### src/rtl/fft32_seq_ctrl.sv
// Sequencer for a streaming FFT core: loads a frame of samples, runs the
// butterfly pipeline for its latency, then unloads results in bit-reversed order.
module fft32_seq_ctrl #(
  parameter int p_points    = 32,
  parameter int p_addrBits  = 5,
  parameter int p_latency   = 4,
  parameter int p_bitRev    = 1,
  parameter int p_frameBits = 8
) (
  input  logic                   CLK,
  input  logic                   RST,
  input  logic                   i_start,
  input  logic                   i_abort,
  input  logic                   i_inValid,
  output logic                   o_inReady,
  output logic                   o_wrEn,
  output logic [p_addrBits-1:0]  o_wrAddr,
  output logic                   o_run,
  output logic [p_addrBits-1:0]  o_rdAddr,
  output logic                   o_outValid,
  input  logic                   i_outReady,
  output logic                   o_outLast,
  output logic                   o_busy,
  output logic                   o_frameDone,
  output logic [p_frameBits-1:0] o_frameCnt
);

  typedef enum logic [1:0] {
    IDLE,
    LOAD,
    COMPUTE,
    UNLOAD
  } state_t;

  localparam logic [p_addrBits-1:0] CNT_LAST = p_addrBits'(p_points - 1);
  localparam logic [p_addrBits-1:0] LAT_LAST = p_addrBits'(p_latency - 1);

  state_t                state_q;
  state_t                state_d;
  logic [p_addrBits-1:0] cnt_q;
  logic [p_addrBits-1:0] cnt_d;
  logic [p_addrBits-1:0] cnt_rev;
  logic                  frame_end;

  always_ff @(posedge CLK or negedge RST) begin
    if (!RST) begin
      state_q     <= IDLE;
      cnt_q       <= '0;
      o_frameDone <= 1'b0;
      o_frameCnt  <= '0;
    end else begin
      state_q     <= state_d;
      cnt_q       <= cnt_d;
      o_frameDone <= frame_end;
      if (frame_end)
        o_frameCnt <= o_frameCnt + 1'b1;
    end
  end

  always_comb begin
    state_d    = state_q;
    cnt_d      = cnt_q;
    frame_end  = 1'b0;
    o_inReady  = 1'b0;
    o_wrEn     = 1'b0;
    o_outValid = 1'b0;
    o_run      = 1'b0;
    unique case (state_q)
      IDLE: begin
        if (i_start) begin
          state_d = LOAD;
          cnt_d   = '0;
        end
      end
      LOAD: begin
        o_inReady = 1'b1;
        if (i_inValid) begin
          o_wrEn = 1'b1;
          cnt_d  = cnt_q + 1'b1;
          if (cnt_q == CNT_LAST) begin
            state_d = COMPUTE;
            cnt_d   = '0;
          end
        end
      end
      COMPUTE: begin
        o_run = 1'b1;
        cnt_d = cnt_q + 1'b1;
        if (cnt_q == LAT_LAST) begin
          state_d = UNLOAD;
          cnt_d   = '0;
        end
      end
      UNLOAD: begin
        o_outValid = 1'b1;
        if (i_outReady) begin
          cnt_d = cnt_q + 1'b1;
          if (cnt_q == CNT_LAST) begin
            state_d   = IDLE;
            cnt_d     = '0;
            frame_end = 1'b1;
          end
        end
      end
      default: begin
        state_d = IDLE;
        cnt_d   = '0;
      end
    endcase
    // Abort voids any handshake that coincides with it
    if (i_abort) begin
      state_d    = IDLE;
      cnt_d      = '0;
      frame_end  = 1'b0;
      o_inReady  = 1'b0;
      o_wrEn     = 1'b0;
      o_outValid = 1'b0;
    end
  end

  always_comb begin
    cnt_rev = '0;
    for (int b = 0; b < p_addrBits; b++)
      cnt_rev[b] = cnt_q[p_addrBits-1-b];
  end

  assign o_wrAddr  = cnt_q;
  assign o_rdAddr  = (p_bitRev != 0) ? cnt_rev : cnt_q;
  assign o_outLast = (state_q == UNLOAD) && (cnt_q == CNT_LAST);
  assign o_busy    = (state_q != IDLE);

endmodule

### config.mk
export PLATFORM = sky130hd
export DESIGN_NAME = fft32_seq_ctrl
export DESIGN_NICKNAME = d
export VERILOG_FILES = /design/src/rtl/fft32_seq_ctrl.sv
export SDC_FILE = /design/constraint.sdc
export NUM_CORES = 1
export LEC_CHECK = 0
export ABC_AREA = 1
export CAP_MARGIN = 0
export CORE_MARGIN = 10
export CORE_UTILIZATION = 47
export CTS_CLUSTER_DIAMETER = 60
export DETAILED_ROUTE_END_ITERATION = 12
export GPL_TIMING_DRIVEN = 0
export PLACE_DENSITY = 0.77
export RECOVER_POWER = 100
export SLEW_MARGIN = 25
export SYNTH_ARGS = -nofsm -noshare
export SYNTH_HDL_FRONTEND = slang
export SYNTH_SLANG_ARGS = --single-unit
### constraint.sdc
create_clock -name CLK -period 2.2 [get_ports CLK]
set_input_delay 0.33 -clock CLK [delete_from_list [all_inputs] [get_ports CLK]]
set_output_delay 0.33 -clock CLK [all_outputs]
set_load 0.005 [all_outputs]
After elaboration in Yosys (flattened, before gate mapping) --
Index checks and enable logic that the tools add are counted.
Word-level totals: input bits 6, output and inout port bits 25, bits in registers 16
Operators by class: muxes and demuxes 27, $add $sub $neg 2, reduce and logical (&&, ||, !) cells 5, equal/unequal tests 11
Operator list (number):
- 5-bit 2-to-1 mux | 6
- 5-bit one-hot mux with 4 select lines | 1
- 3-bit != test, second input constant | 6
- 2-bit 2-to-1 mux | 7
- 1-bit 2-to-1 mux | 12
- 8-bit by 1-bit adder with 8-bit output, second input constant | 1
- 2-bit one-hot mux with 4 select lines | 1
- 6-bit AND reduction | 1
- 5-bit by 1-bit adder with 5-bit output, second input constant | 1
- 5-bit by 2-bit equality test with 1-bit output, second input constant | 1
- 5-bit equality test, second input constant | 1
- 2-bit equality test, second input constant | 2
- 3-bit AND reduction | 1
- 2-bit by 1-bit equality test with 1-bit output, second input constant | 1
- 2-bit zero test | 1
- 2-bit nonzero test | 1
- 1-bit logical AND | 1

Depth between registers and ports, before layout --
Gate-level depths: netlist of run 1.
depth in word-level cells 5, gate-level depth with buffers 11

Least setup slack after synthesis of run 1 --
No wires, ideal clock.
kind register to register, start point register cnt_q[1] (netlist: o_wrAddr[1]), end point register o_frameCnt[5], stages on the path, launching flop included 12, setup slack 611 ps, setup time 113 ps, period minus slack after synthesis 1589 ps, data arrival time 1477 ps, cell sequence dfrtp_1 ha_1 nand2_1 nor2_1 ha_1 nand3_2 nor2_8 nand2_4 nor2_2 nand2_1 nand2_1 inv_1
On the way: cells in the longest elaborated chain, start to end 5
RTL lines:
- start, declared | RTL line 40 | logic [p_addrBits-1:0] cnt_q;
- start signal, assigned | RTL line 53 | cnt_q <= cnt_d;
- 5-bit equality test | RTL line 98 | if (cnt_q == CNT_LAST) begin
- 1-bit 2-to-1 mux | RTL line 98
- 1-bit 2-to-1 mux | RTL line 96 | if (i_outReady) begin
- 1-bit 2-to-1 mux | RTL line 68 | unique case (state_q)
- 1-bit 2-to-1 mux | RTL line 111 | if (i_abort) begin
- via frame_end | RTL line 43 | logic frame_end;
- end signal, assigned | RTL line 56 | o_frameCnt <= o_frameCnt + 1'b1;
- end, declared | RTL line 25 | output logic [p_frameBits-1:0] o_frameCnt
The timed path passes the listed nets, and every way through them passes these cells. A chain may end at the register's enable or synchronous reset.

Worst setup path in the final report of run 1 --
start point register state_q[1], end point output o_wrEn
On the way: cells in the longest elaborated chain, start to end 3
RTL lines:
- start, declared | RTL line 38 | state_t state_q;
- start signal, assigned | RTL line 52 | state_q <= state_d;
- 2-bit by 1-bit equality test with 1-bit output | RTL line 68
- 1-bit 2-to-1 mux | RTL line 68
- 1-bit 2-to-1 mux | RTL line 111
- end, declared | RTL line 16 | output logic o_wrEn,
Every way passes these cells.

==> results of run 1 <==
[layout make-up]
class	count	area share, %
plain buffers	6	3.34
inverters	23	5.91
repair buffers	32	21.4
flip-flops and latches	16	27.4
well taps	28	2.40
clock buffers	4	2.49
multi-input cells	102	37.0
[stage by stage]
| step | instances | instance area (um^2) | util [%] |
|---|---|---|---|
| final | 211 | 1460 | 66.0 |
| after global placement | 204 | 1430 | 64.4 |
| after detailed placement | 204 | 1430 | 64.4 |
| after floorplan | 147 | 1100 | - |
| after global routing | 211 | 1460 | 66.0 |
| after CTS | 210 | 1480 | 66.9 |
[worst register-to-register path, cell delays in order (launching register included)]
cell	delay [ns]
dfrtp_1	0.38
ha_1	0.17
nand2_1	0.07
nor2_1	0.12
ha_1	0.22
nand3_1	0.18
nor2_8	0.19
nand2_1	0.14
nor2_2	0.10
nand2_1	0.05
nand2_1	0.07
inv_1	0.04
[worst max path at each step]
stage                                        from                        end  slack (ns)
after global routing       state_q[1]$_DFFE_PN0P_                     o_wrEn        0.01
after global placement    o_wrAddr[1]$_DFFE_PN0P_                  o_outLast        0.24
after CTS                 o_wrAddr[1]$_DFFE_PN0P_                  o_outLast        0.01
after floorplan           o_wrAddr[1]$_DFFE_PN0P_  o_frameCnt[5]$_DFFE_PN0P_        0.61
final                      state_q[1]$_DFFE_PN0P_                     o_wrEn        0.12
after detailed placement  o_wrAddr[1]$_DFFE_PN0P_                  o_outLast        0.25
[flip-flops by register name, summed over array words and instances, names as in the netlist]
register     cells
o_wrAddr         5
o_frameDone      1
o_frameCnt       8
state_q          2
[where the power goes]
part | total [uW] | leakage [uW] | internal (uW) | switching (uW)
combinational | 375 | 0.000598 | 163 | 212
clock | 188 | 0.0000210 | 101 | 87.7
sequential | 335 | 0.000210 | 316 | 19.3
total | 898 | 0.000829 | 579 | 319
[kinds of logic after synthesis]
| logic type | after synthesis |
|---|---|
| adders and majority gates | 8 |
| xor gates and xnor gates | 4 |
| DFF | 16 |
| buffers and inverters | 29 |
| and+or+nand+nor | 81 |
| AOI/OAI and AO/OA | 9 |
[synthesized netlist by cell type, types with 2 or more instances]
cell type   n  area, um^2
inv_1      23        86.3
dfrtp_1    16         400
nor2_1     13        48.8
nand2_1    51         191
nand3_2     2        20.0
o21ai_0     2        10.0
a21oi_1     3        15.0
ha_1        8         100
buf_4       5        37.5
xnor2_1     3        26.3
nand3_1     7        35.0
[routing by layer]
| layer | GRT usage, % | routed length [um] | vias up |
|---|---|---|---|
| met5 | 0 | 0 | - |
| met4 | 2.26 | 14 | 0 |
| met3 | 3.92 | 189 | 2 |
| met2 | 20.2 | 1220 | 26 |
| met1 | 12.7 | 1040 | 442 |
| li1 | - | - | 518 |
[repair_timing]
item,in CTS,in global routing
endpoints found under the setup margin,1,1
buffers inserted,2,1
hold endpoints to repair,0,0
pin swaps,0,1
gates resized for setup,1,1
==> flow_metrics.env, run 1 <==
export IMPL_final_period_utilization_pct=94.5
export IMPL_ys_ff_latch=16
export IMPL_cp_start_kind="flip-flop"
export IMPL_antenna_cells=0
export IMPL_nFillCells=207
export IMPL_firstDrtPassIters=4
export IMPL_clock_latency_ns=0.28
export IMPL_ys_flop_type="dfrtp_1"
export IMPL_start_util_pct=49.7
export IMPL_cts_root_buf="clkbuf_4"
export IMPL_min_to="o_frameDone$_DFF_PN0_"
export IMPL_final_common_cell="nand2_1"
export IMPL_slew_headroom_pct=52.6
export IMPL_grt_pass1_wl_mm=4.16
export IMPL_drt_iter0_drc=30
export IMPL_p_leak_uw=0.000829
export IMPL_ff_latch_area_um2=400
export IMPL_routedWlPerCell_um=11.7
export IMPL_synth_fa_ha_area_share_pct=9.10
export IMPL_synth_xor_area_share_pct=3.19
export IMPL_num_vias=988
export IMPL_setup_worst_path_class="reg2out"
export IMPL_rows=17
export IMPL_r2r_start="o_wrAddr[1]$_DFFE_PN0P_"
export IMPL_r2r_slack_ns=0.37
export IMPL_synth_top_family_by_area="simple AND/OR/NAND/NOR gates"
export IMPL_routed_wirelength_mm=2.47
export IMPL_yosys_warnings=0
export IMPL_ir_drop_uv=495
export IMPL_grt_max_degree=17
export IMPL_die_area_um2=4680
export IMPL_synth_area_per_cell_um2=7.48
export IMPL_drive_gt1_share_pct=9.84
export IMPL_p_per_area_nw_per_um2=615
export IMPL_num_nets_final=198
export IMPL_mappedNetlistArea_um2=1100
export IMPL_worstRegToRegCells=11
export IMPL_ios=31
export IMPL_grt_pass1_vias=942
export IMPL_min_from="i_abort"
export IMPL_holdWs_ns=0.284
export IMPL_tns_ns=0
export IMPL_rsz0062_at_grt="false"
export IMPL_min_path_cells=2
export IMPL_cts_tree="done"
export IMPL_critical_path_peak_fanout=4
export IMPL_slew_violations=0
export IMPL_synth_cell_type_count=25
export IMPL_critPathTopFamily="buffers and inverters"
export IMPL_ys_seq_area_share_pct=36.4
export IMPL_status="finished clean"
export IMPL_fp_coreArea_um2=2210
export IMPL_clockBufferDepth=2
export IMPL_hold_path_class="in2reg"
export IMPL_worstPathCellList="inv_1 > ha_1 > inv_1 > nor3_1 > clkdlybuf4s50_1"
export IMPL_synth_compound_area_share_pct=4.89
export IMPL_drc_errors=0
export IMPL_multiInputGateArea_um2=541
export IMPL_total_power_uw=898
export IMPL_fin_worst_skew_ns=0.00169
export IMPL_worstMarginPinSlew_ns=0.709
export IMPL_hpwl_mm=2.05
export IMPL_min_period_ns=2.08
export IMPL_cts_sinks=16
export IMPL_track_usage_pct=11.3
export IMPL_worst_slack_ns=0.122
export IMPL_synth_simple_gate_area_share_pct=34.1
export IMPL_slowest_delay_ns=0.53
export IMPL_cpMostUsedCell="inv_1"
export IMPL_crit_cells=5
export IMPL_synth_mux_area_share_pct=0
export IMPL_gp_congestion=0.840
export IMPL_worst_path_max_delay_cell="clkdlybuf4s50_1"
export IMPL_antenna_found_initial=0
export IMPL_ant_nets=0
export IMPL_viasPerCell=4.68
export IMPL_r2r_end="o_frameCnt[5]$_DFFE_PN0P_"
export IMPL_final_cell_mix="52 x nand2_1, 23 x inv_1, 20 x dlygate4sd3_1"
export IMPL_cts_buffers=3
export IMPL_dp_worst_setup_slack_ns=0.249
export IMPL_htree_num_levels=1
export IMPL_maxCapViolCount=0
export IMPL_syn_num_nets=161
export IMPL_crit_required_ns=1.87
export IMPL_die_x_um=68.4
export IMPL_die_h_um=68.4
export IMPL_clk_pin_slew_worst_paths_ns=0.09
export IMPL_critical_path_buf_inv_count=3
export IMPL_synth_cells=147
export IMPL_synth_async_sr_flop_share_pct=100
export IMPL_setup_viol=0
export IMPL_area_delta_synth_final_pct=32.8
export IMPL_grt_overflow_total=0
export IMPL_cp_end_kind="output pin"
export IMPL_hold_buffers=0
export IMPL_arrival_ns=1.75
export IMPL_hold_viol_final=0
export IMPL_port_buffer_count=29
export IMPL_fmax_mhz=481
export IMPL_synth_edf_count=0
No activity file was read; power rests on OpenSTA's default activity.
==> run 2: changes to the inputs <==
Settings changed: SLEW_MARGIN 25 to unset.
==> results of run 2 <==
Same layout as run 1: the final DEF is identical, and so are final timing and power.
==> run 3: changes to the inputs <==
Settings changed: CORE_UTILIZATION 47 to 50, PLACE_DENSITY 0.77 to 0.81.
Clock period 2.2 ns to 2.4 ns, I/O delays scaled along.
==> run 3 against run 2 <==
  * Non-clock buffer count unchanged
  * Combinational power decreased by 10%
  * Total power down 7.9%
  * Routed wire length grew 3.0%
  * Utilization rose by 6.4 points
  * Critical path type unchanged
  * Count of clock-buffer cells in the layout is the same
==> flow_metrics.env, run 3 (synthesis gave the netlist of run 1 again) <==
export IMPL_p_per_area_nw_per_um2=565
export IMPL_stdcell_count=210
export IMPL_antenna_found_initial=0
export IMPL_track_usage_pct=11.9
export IMPL_slew_violations=0
export IMPL_hold_viol_final=0
export IMPL_r2r_slack_ns=0.20
export IMPL_num_nets_final=198
export IMPL_holdWs_ns=0.374
export IMPL_htree_num_levels=1
export IMPL_routedWlPerCell_um=12.1
export IMPL_p_leak_uw=0.000847
export IMPL_worst_path_max_delay_cell="clkdlybuf4s50_1"
export IMPL_worstPathCellList="ha_1 > nand2_1 > nor2_1 > ha_2 > nand2_1 > inv_1 > clkdlybuf4s50_1"
export IMPL_maxCapViolCount=0
export IMPL_cp_end_kind="output pin"
export IMPL_drive_gt1_share_pct=11.5
export IMPL_finish_utilization_pct=72.4
export IMPL_grt_pass1_vias=982
export IMPL_switching_share_pct=36.2
export IMPL_port_buffer_count=29
export IMPL_hpwl_mm=2.06
export IMPL_placed_cells=203
export IMPL_drc_errors=0
export IMPL_die_h_um=66.9
export IMPL_arrival_ns=1.88
export IMPL_viasPerCell=4.91
export IMPL_antenna_cells=0
export IMPL_final_common_cell="nand2_1"
export IMPL_cts_buffers=3
export IMPL_hold_path_class="in2reg"
export IMPL_p_comb_share_pct=40.7
export IMPL_critical_path_peak_fanout=5
export IMPL_min_period_ns=2.24
export IMPL_rsz0062_at_grt="false"
export IMPL_clk_pin_slew_worst_paths_ns=0.10
export IMPL_ir_drop_uv=572
export IMPL_die_area_um2=4480
export IMPL_grt_max_degree=17
export IMPL_post_dp_cell_area_um2=1420
export IMPL_largest_register_ffs=8
export IMPL_routed_wirelength_mm=2.54
export IMPL_num_vias=1032
export IMPL_p_switching_uw=299
export IMPL_drt_iter0_drc=22
export IMPL_clock_latency_ns=0.28
export IMPL_cts_sinks=16
export IMPL_area_delta_synth_final_pct=33.1
export IMPL_firstDrtPassIters=4
export IMPL_grt_pass1_wl_mm=4.25
export IMPL_setup_worst_path_class="reg2out"
export IMPL_fp_coreArea_um2=2020
export IMPL_slowest_delay_ns=0.50
export IMPL_clkPwrFrac_pct=21.7
export IMPL_pwr_share_seq_pct=37.6
export IMPL_tns_ns=0
export IMPL_ant_nets=0
export IMPL_gp_congestion=0.819
export IMPL_status="finished clean"
export IMPL_cts_tree="done"
export IMPL_power_internal_uw=528
export IMPL_worstMarginPinSlew_ns=0.748
export IMPL_cpMostUsedCell="nand2_1"
export IMPL_crit_required_ns=2.04
export IMPL_slew_headroom_pct=50.0
export IMPL_cts_root_buf="clkbuf_4"
export IMPL_start_util_pct=54.4
export IMPL_top_register="o_frameCnt"
export IMPL_final_cell_area_um2=1460
export IMPL_cp_start_kind="flip-flop"
export IMPL_nFillCells=166
export IMPL_die_x_um=66.9
export IMPL_clockBufferDepth=2
export IMPL_fin_worst_skew_ns=0.00354
export IMPL_fmax_mhz=446
export IMPL_hold_buffers=0
export IMPL_final_period_utilization_pct=93.3
export IMPL_ios=31
export IMPL_rows=16
export IMPL_final_cell_mix="51 x nand2_1, 23 x inv_1, 23 x dlygate4sd3_1"
export IMPL_setup_viol=0
export IMPL_grt_overflow_total=0
run 3: cell types whose count changed in the layout (fill, tap and decap cells not counted), sizes merged:
cell | previous run | this run
clkdlybuf4s50 | 8 | 6
clkdlybuf4s25 | 1 | 0
dlygate4sd3 | 20 | 23
run 3: final timing paths:
kind | from | end | cells after the start
setup / recovery | o_wrAddr[1]$_DFFE_PN0P_ | o_outLast | 7
hold / removal | i_abort | state_q[1]$_DFFE_PN0P_ | 4
setup reg to reg | o_wrAddr[1]$_DFFE_PN0P_ | o_frameCnt[5]$_DFFE_PN0P_ | 12
hold reg to reg | o_frameCnt[0]$_DFFE_PN0P_ | o_frameCnt[0]$_DFFE_PN0P_ | 1
max in group asynchronous | RST | o_frameCnt[6]$_DFFE_PN0P_ | 1
min in group asynchronous | RST | o_wrAddr[1]$_DFFE_PN0P_ | 1
run 3: final cells by class:
class	instances	area (um^2)	share of cell area (%)
inverter	23	86.3	5.90
multi-input combinational	102	546	37.3
tap	27	33.8	2.31
buffer	6	48.8	3.33
sequential	16	400	27.4
timing repair buffer	32	313	21.4
clock buffer	4	36.3	2.48
run 3: per-stage QoR:
step           total power (uW)  setup slack (ns)
4_1_cts                     843            0.0715
2_1_floorplan               528             0.811
3_5_place_dp                664             0.408
6_report                    827             0.160
5_1_grt                     900            0.0220
3_3_place_gp                653             0.411
run 3: worst max-delay path, delay by kind of cell, from the launching register on:
family        cells  cell delay, ns
flops             1            0.42
fa+ha+maj         2            0.39
simple gates      3            0.24
buf+inv           2            0.55
run 3: timing repair:
item                                    in CTS  in global routing
gates resized for setup                      0                  1
endpoints found under the hold margin        0                  0
setup buffers                                0                  3
endpoints found under the setup margin       0                  1
run 3: power by group through the flow:
stage                     registers (uW)  clock network [uW]  logic, uW
after detailed placement             318                   0        346
after CTS                            312                 184        346
after global routing                 314                 198        388
final                                311                 179        337
after floorplan                      313                   0        214
after global placement               316                   0        337
run 3: routing by layer:
layer / GRT usage (%) / share of wire [%] / up-vias
met5: 0 / 0 / -
met4: 3.85 / 0.75 / 0
met3: 4.35 / 9.6 / 2
met2: 20.7 / 51 / 25
met1: 13.0 / 38 / 487
li1: - / - / 518
